**src/rtl/mux_n_rr.sv**
```systemverilog
// N-channel registered multiplexer with valid/ready on every port; fixed or round-robin selection.
// Optional per-channel 16-bit saturating beat counters on xfer_cnt when MUX_N_RR_CNT_EN is defined.
module mux_n_rr #(
  parameter int N_CH   = 8,
  parameter int DATA_W = 8,
  parameter int SEL_W  = 3
) (
  input  logic                     clk,
  input  logic                     rst_n,
  input  logic [N_CH*DATA_W-1:0]   in_data,
  input  logic [N_CH-1:0]          in_valid,
  output logic [N_CH-1:0]          in_ready,
  input  logic                     mode,
  input  logic [SEL_W-1:0]         sel,
  output logic [DATA_W-1:0]        out_data,
  output logic [SEL_W-1:0]         out_ch,
  output logic                     out_valid,
  input  logic                     out_ready
`ifdef MUX_N_RR_CNT_EN
  ,
  output logic [N_CH*16-1:0]       xfer_cnt
`endif
);

  generate
    if (SEL_W != $clog2(N_CH) || N_CH < 2 || DATA_W < 1) begin : g_param_chk
      $error("mux_n_rr: SEL_W must equal clog2(N_CH), N_CH >= 2, DATA_W >= 1");
    end
  endgenerate

  logic [SEL_W-1:0]    rr_ptr;
  logic [SEL_W-1:0]    gnt;
  logic                gnt_vld;
  logic                load_en;
  logic                xfer;
  logic [DATA_W-1:0]   gnt_data;
  logic [2*N_CH-1:0]   valid_dbl;
  logic [N_CH-1:0]     valid_rot;
  logic [SEL_W:0]      rr_sum;

  assign load_en   = !out_valid || out_ready;
  assign xfer      = load_en && gnt_vld;

  // valid_rot[k] is the valid of channel (rr_ptr + k) mod N_CH
  assign valid_dbl = {in_valid, in_valid} >> rr_ptr;
  assign valid_rot = valid_dbl[N_CH-1:0];

  always_comb begin
    gnt     = '0;
    gnt_vld = 1'b0;
    rr_sum  = '0;
    if (!mode) begin
      for (int i = 0; i < N_CH; i++) begin
        if (sel == SEL_W'(i) && in_valid[i]) begin
          gnt     = SEL_W'(i);
          gnt_vld = 1'b1;
        end
      end
    end else begin
      // Scan downwards so the nearest valid channel after rr_ptr wins last.
      for (int k = N_CH - 1; k >= 0; k--) begin
        if (valid_rot[k]) begin
          rr_sum = {1'b0, rr_ptr} + (SEL_W+1)'(k);
          if (rr_sum >= (SEL_W+1)'(N_CH)) rr_sum = rr_sum - (SEL_W+1)'(N_CH);
          gnt     = rr_sum[SEL_W-1:0];
          gnt_vld = 1'b1;
        end
      end
    end
  end

  always_comb begin
    gnt_data = '0;
    for (int i = 0; i < N_CH; i++) begin
      if (gnt == SEL_W'(i)) gnt_data = in_data[i*DATA_W +: DATA_W];
    end
  end

  always_comb begin
    in_ready = '0;
    for (int i = 0; i < N_CH; i++) begin
      if (rst_n && xfer && gnt == SEL_W'(i)) in_ready[i] = 1'b1;
    end
  end

  always_ff @(posedge clk or negedge rst_n) begin
    if (!rst_n) begin
      out_valid <= 1'b0;
      out_data  <= '0;
      out_ch    <= '0;
      rr_ptr    <= '0;
    end else if (load_en) begin
      out_valid <= gnt_vld;
      if (gnt_vld) begin
        out_data <= gnt_data;
        out_ch   <= gnt;
        if (mode) rr_ptr <= (gnt == SEL_W'(N_CH - 1)) ? '0 : gnt + 1'b1;
      end
    end
  end

`ifdef MUX_N_RR_CNT_EN
  generate
    for (genvar c = 0; c < N_CH; c++) begin : g_cnt
      logic [15:0] cnt;
      always_ff @(posedge clk or negedge rst_n) begin
        if (!rst_n) begin
          cnt <= '0;
        end else if (xfer && gnt == SEL_W'(c) && cnt != 16'hFFFF) begin
          cnt <= cnt + 16'd1;
        end
      end
      assign xfer_cnt[c*16 +: 16] = cnt;
    end
  endgenerate
`endif

endmodule

```
**config.mk**
```make
export PLATFORM = sky130hd
export DESIGN_NAME = mux_n_rr
export DESIGN_NICKNAME = d
export VERILOG_FILES = /design/src/rtl/mux_n_rr.sv
export SDC_FILE = /design/constraint.sdc
export NUM_CORES = 1
export LEC_CHECK = 0
export ABC_AREA = 1
export CAP_MARGIN = 5
export CORE_ASPECT_RATIO = 0.8
export CORE_MARGIN = 2
export CORE_UTILIZATION = 40
export CTS_CLUSTER_DIAMETER = 120
export DETAILED_ROUTE_END_ITERATION = 8
export PLACE_DENSITY = 0.83
export REMOVE_ABC_BUFFERS = 1
export SYNTH_ARGS = -nofsm -noshare
export SYNTH_HDL_FRONTEND = slang
export SYNTH_SLANG_ARGS = --single-unit
```
**constraint.sdc**
```tcl
create_clock -name clk -period 3.6 [get_ports clk]
set_input_delay 0.72 -clock clk [delete_from_list [all_inputs] [get_ports clk]]
set_output_delay 0.72 -clock clk [all_outputs]
set_load 0.01 [all_outputs]
```
Yosys cells after proc, flatten, opt, wreduce, memory -nomap -nowiden
Index checks and enable logic that the tools add are counted.
- add/subtract/negate cells: 16
- multiplexer cells: 58
- reductions and logical operators: 24
- $lt $le $gt $ge: 8
- shift-type cells: 1
- equality and inequality tests: 14
- operator list (operator ; count):
    3-bit 2-to-1 mux ; 24
    8-bit 2-to-1 mux ; 8
    4-bit greater-or-equal comparator, second input constant ; 7
    1-bit 2-to-1 mux ; 26
    3-bit == test, second input constant ; 8
    3-bit by 1-bit subtractor with 3-bit output, second input constant ; 8
    1-bit logical AND ; 18
    3-bit by 3-bit adder with 4-bit output, second input constant ; 4
    16-bit by 3-bit right shift with 8-bit output ; 1
    3-bit by 2-bit == test with 1-bit output, second input constant ; 4
    3-bit by 2-bit adder with 4-bit output, second input constant ; 2
    3-bit by 1-bit == test with 1-bit output, second input constant ; 2
    3-bit zero test ; 2
    3-bit by 1-bit adder with 4-bit output, second input constant ; 1
    3-bit by 4-bit greater-or-equal comparator with 1-bit output, second input constant ; 1
    3-bit by 1-bit adder with 3-bit output, second input constant ; 1
    3-bit AND reduction ; 1
    2-bit AND reduction ; 1
    1-bit zero test ; 1
    1-bit logical OR ; 1
- bits in registers: 15
- bits of input ports: 79
- logic and storage cells: 125

Depth between registers and ports, before layout
- depth after elaboration: 21
- gate-level depth with buffers: 32

Least setup slack after synthesis
Ideal clock, no wire load.
- path type: input to output
- start point: input in_valid[2]
- end point: output in_ready[3]
- stages on the path: 14
- path buffers: 1
- setup slack: -0.069 ns
- data arrival time: 2.949 ns
- required time: 2.880 ns
- cell sequence: nand2_1 nand3_2 and2_4 o21a_4 a21oi_1 o21ai_0 a21oi_1 o22ai_1 a21boi_0 ha_1 ha_1 buf_1 clkinv_1 nor2_1
- elaborated cells on any way between the ends: 37
- those cells by class: eq/ne (1); shift (1); mux (31); reduce/logical (4)
- RTL lines (what ; line ; RTL):
    start: declaration ; 11 ; input logic [N_CH-1:0] in_valid,
    16-bit by 3-bit right shift with 8-bit output ; 45 ; assign valid_dbl = {in_valid, in_valid} >> rr_ptr;
    3-bit 2-to-1 mux (8 in series) ; 62 ; if (valid_rot[k]) begin
    3-bit 2-to-1 mux * ; 52 ; if (!mode) begin
    named net gnt[0] ; 32 ; logic [SEL_W-1:0] gnt;
    3-bit by 2-bit == test with 1-bit output * ; 82 ; if (rst_n && xfer && gnt == SEL_W'(i)) in_ready[i] = 1'b1;
    1-bit logical AND * ; 82 ;
    1-bit 2-to-1 mux * ; 82 ;
    end: declaration ; 12 ; output logic [N_CH-1:0] in_ready,
The timed path passes the listed nets; every way through them passes the cells marked *.

Worst setup path after layout
- start point: input in_valid[5]
- end point: output in_ready[6]
- elaborated cells on any way between the ends: 31
- those cells by class: eq/ne (1); shift (1); mux (25); reduce/logical (4)
- RTL lines (what ; line):
    16-bit by 3-bit right shift with 8-bit output ; 45
    3-bit 2-to-1 mux (8 in series) ; 62
    3-bit 2-to-1 mux * ; 52
    named net gnt[1] ; 32
    3-bit == test * ; 82
    1-bit logical AND * ; 82
    1-bit 2-to-1 mux * ; 82
Marked as above.

==> impl_summary.log <==
INFO  metric wire_per_inst = roughly 14 um
INFO  metric timing.critical_path.from_type = input port
INFO  metric path_clk_slew = about 50 ps
INFO  metric p_seq_frac = 0.090
INFO  metric outcome = finished, violations left
INFO  metric fin_worst_skew = 5.270 ps
INFO  metric power.leakage = roughly 0.0022 uW
INFO  metric violations_in_the_final_reports = setup timing
INFO  metric grt_pass1_vias = 3023
INFO  metric drt_wl_total = slightly above 9000 um
INFO  metric worstHoldPathType = register to register
INFO  metric post_route_cells_drive_above_1_share = 0.2625
INFO  metric num_io_pins = 99
INFO  metric remaining_drc_errors = 0
INFO  metric relSlewSlack = 0.7615
INFO  metric synth-edff-count = 0
INFO  metric placementRows = 25
INFO  metric cellInternalPower = 1647 uW
INFO  metric final-max-slew-violation-count = 0
INFO  metric maximum_number_of_pins_on_one_net_before_global_route_repair = 25
INFO  metric floorplan.initialDensity = 0.4107
INFO  metric yosysSeqAreaShare = 0.1563
INFO  metric cts.htree.levels = 1
INFO  metric unrepaired_setup_endpoints_after_global_routing = true
INFO  metric cp.arrival = 2930 ps
INFO  metric timing_hold_violations_final = 0
INFO  metric finalWeightedCongestion = 0.8738
INFO  metric dominantRegCellSynth = sky130_fd_sc_hd__dfrtp_1
INFO  metric yosys_register_bits = 15
INFO  metric netlist_instances = 451
INFO  metric final_period_util = 1.014
INFO  metric final_cells = between 600 and 700
INFO  metric dieWidth = roughly 91 um
INFO  metric cts_tree = built
INFO  metric placedInstanceArea = around 3700 um^2
INFO  metric hold_ws = 483.1 ps
INFO  metric overall_track_demand_over_capacity_in_global_routing = 0.2473
INFO  metric path_max_fanout = 3
INFO  metric detail-route-antenna-nets = 0
INFO  metric grt_pass1_wl = 13640 um
INFO  metric required = 2880 ps
INFO  metric floorplan_core_area = just under 6000 um^2
INFO  metric achievable-frequency = 0.2741 GHz
INFO  metric die_y = 73.32 um
INFO  metric stdcell_area = roughly 4000 um^2
INFO  metric total_via_count_after_detailed_routing = 3372
INFO  metric clk_path_buf_depth = 2
INFO  metric synth_async_sr_flop_share = 1.000
INFO  metric maxCapViolCount = 0
INFO  metric power.ir.vdd_worst = ~460 uV
INFO  metric syn2layout_area_growth = 70.99%
INFO  metric cts_num_sinks = 15
INFO  metric power_density = 842.4 nW/um^2
INFO  metric criticalPathCategory = input port to output port
INFO  metric detailedRoute.firstPassIterationCount = 5
INFO  metric via_per_inst = around 5
INFO  metric power.combinational.fraction = 0.872
INFO  metric yosysWarnings = 0
INFO  metric portBuffers = 98
INFO  metric final.min_clock_period = about 3600 ps
INFO  metric worst-slew-pin-transition = 355.3 ps
INFO  metric finalSetupViolations = 5
INFO  metric clock_insertion_delay_worst_skew = 250 ps
INFO  metric cts_hold_buf = 0
INFO  metric grt_antenna_before_repair = 0
INFO  metric grt-ovfl-total = 0
INFO  metric switching_share = 0.5241
INFO  metric post_synthesis_average_cell_area = 5.327 um^2
INFO  metric number_of_diodes = 0
INFO  metric cts_inserted_buffers = 3
INFO  metric place_inst = 659
INFO  metric p_sw = between 1500 and 2000 uW
INFO  metric initialDrtViolationCount = between 150 and 200
INFO  metric netlist-cell-type-count = 38
INFO  metric clock_power_share = 0.039
INFO  metric totalNegativeSetupSlack = -166.2 ps
INFO  metric clock_tree.root_cell = sky130_fd_sc_hd__clkbuf_8
INFO  metric place_hpwl = about 6600 um
INFO  metric die_area = between 6000 and 7000 um^2
INFO  metric netlist_area = around 2400 um^2
INFO  metric postLayoutSetupSlackWorst = -48.88 ps
INFO  metric critical_path.endpoint_type = output port
INFO  metric final_nets = 689
[cell usage after synthesis (2+ instances only)]
cell | number | area, um^2
sky130_fd_sc_hd__buf_6 | 3 | 33.78
sky130_fd_sc_hd__nand4_1 | 3 | 18.77
sky130_fd_sc_hd__ha_1 | 7 | 87.58
sky130_fd_sc_hd__nand3_2 | 6 | 60.06
sky130_fd_sc_hd__buf_1 | 2 | 7.510
sky130_fd_sc_hd__inv_1 | 75 | 281.5
sky130_fd_sc_hd__a21oi_1 | 5 | 25.02
sky130_fd_sc_hd__dfrtp_1 | 15 | 375.4
sky130_fd_sc_hd__buf_4 | 2 | 15.01
sky130_fd_sc_hd__clkbuf_1 | 3 | 11.26
sky130_fd_sc_hd__nand3_1 | 64 | 320.3
sky130_fd_sc_hd__or2_2 | 2 | 12.51
sky130_fd_sc_hd__o21ai_0 | 25 | 125.1
sky130_fd_sc_hd__o211ai_1 | 3 | 22.52
sky130_fd_sc_hd__inv_2 | 6 | 22.52
sky130_fd_sc_hd__buf_2 | 6 | 30.03
sky130_fd_sc_hd__clkinv_1 | 2 | 7.510
sky130_fd_sc_hd__o22ai_1 | 2 | 12.51
sky130_fd_sc_hd__o21ai_1 | 2 | 10.01
sky130_fd_sc_hd__xor2_1 | 2 | 17.52
sky130_fd_sc_hd__nand2_2 | 9 | 56.30
sky130_fd_sc_hd__nor2_1 | 25 | 93.84
sky130_fd_sc_hd__nand2_1 | 167 | 626.9
[final timing paths]
check                            start          end  slack [ps]  cells past startpoint
setup / recovery           in_valid[5]  in_ready[6]         -50                     20
min in group asynchronous        rst_n    out_ch[2]         840                      2
hold / removal             out_data[2]  out_data[2]         480                      2
setup reg to reg             rr_ptr[0]  out_data[5]         210                     30
hold reg to reg            out_data[2]  out_data[2]         480                      2
max in group asynchronous        rst_n    rr_ptr[0]        2580                      2
[worst max-delay path, cell delays in order]
cell and delay, ps:
sky130_fd_sc_hd__clkbuf_2 120, sky130_fd_sc_hd__nand2_1 150, sky130_fd_sc_hd__nand3_2 100, sky130_fd_sc_hd__nand3_1 140, sky130_fd_sc_hd__nand2_1 100, sky130_fd_sc_hd__nand2_2 80
sky130_fd_sc_hd__o22ai_1 70, sky130_fd_sc_hd__mux2i_1 130, sky130_fd_sc_hd__nor2_1 60, sky130_fd_sc_hd__o21ai_1 140, sky130_fd_sc_hd__o211ai_1 100, sky130_fd_sc_hd__o211ai_1 110
sky130_fd_sc_hd__o211ai_1 130, sky130_fd_sc_hd__nand2_1 130, sky130_fd_sc_hd__inv_2 70, sky130_fd_sc_hd__buf_4 140, sky130_fd_sc_hd__ha_4 160, sky130_fd_sc_hd__nand2_2 70
sky130_fd_sc_hd__nor2_1 40, sky130_fd_sc_hd__buf_2 150
[kinds of logic (layout without fill, tap and decap cells)]
| family | Yosys count | in the layout | share of synthesized area |
|---|---|---|---|
| xor gates and xnor gates | 3 | 3 | 0.01094 |
| adders and majority gates | 7 | 7 | 0.03646 |
| buffers and inverters | 100 | 251 | 0.1766 |
| AOI/OAI and AO/OA | 43 | 43 | 0.1047 |
| muxes | 1 | 1 | 0.004167 |
| DFF | 15 | 15 | 0.1563 |
| and+or+nand+nor | 282 | 282 | 0.5109 |
[cells in the final DEF (no fill, tap or decap), drive strengths merged]
master         count
and2               2
o211ai             3
nand3             70
clkinvlp           3
nor2              26
a311o              1
clkbuf             8
ha                 7
or2                3
buf               76
a31oi              1
inv               79
nand4              3
clkdlybuf4s50     82
xor2               2
nor4               1
o21a               1
xnor2              1
dfrtp             15
o22ai              2
mux2i              1
clkinv             3
a21oi              6
nand2            176
nor3               1
o21ai             28
a21boi             1
[stage by stage]
stage,worst slack (ps),total power [uW],util
finish,-48.88,3460,0.7022
global route,-206.2,3765,0.7022
floorplan,20.77,1792,-
detailed placement,-793.6,2799,0.6355
CTS,9.153,3129,0.6738
global placement,-697.0,2731,0.6355
[timing repair]
| action | 4_1_cts | 5_1_grt |
|---|---|---|
| setup buffers | 10 | 9 |
| endpoints found under the setup margin | 16 | 16 |
| gates cloned | 0 | 2 |
| pin swaps | 21 | 29 |
| gates resized for setup | 81 | 48 |
[state kept, by name, summed over array words and instances, names as in the netlist]
name	flops
out_valid	1
out_data	8
out_ch	3
rr_ptr	3
[power by group through the flow]
stage	sequential, uW	combinational [uW]	clock, uW
2_1_floorplan	351	1440	0
3_3_place_gp	292	2440	0
3_5_place_dp	292	2510	0
4_1_cts	294	2700	136
5_1_grt	316	3300	147
6_report	310	3020	134
[layer usage]
metal / up-vias / share of wire / track usage
li1: 1697 / - / -
met4: 0 / 0.019 / 0.07521
met3: 22 / 0.076 / 0.03795
met2: 163 / 0.48 / 0.4254
met1: 1490 / 0.42 / 0.3243
met5: - / 0 / 0
[final cells by class]
cell class                 instances  area [um^2]
sequential                        15        377.9
clock buffer                       4        45.04
tap                               81        101.3
multi-input combinational        336         1849
timing repair inverter             2        10.01
fill                             466         1742
inverter                          83        324.1
timing repair buffer             162         1400
Power figures use the tool's default switching activity.
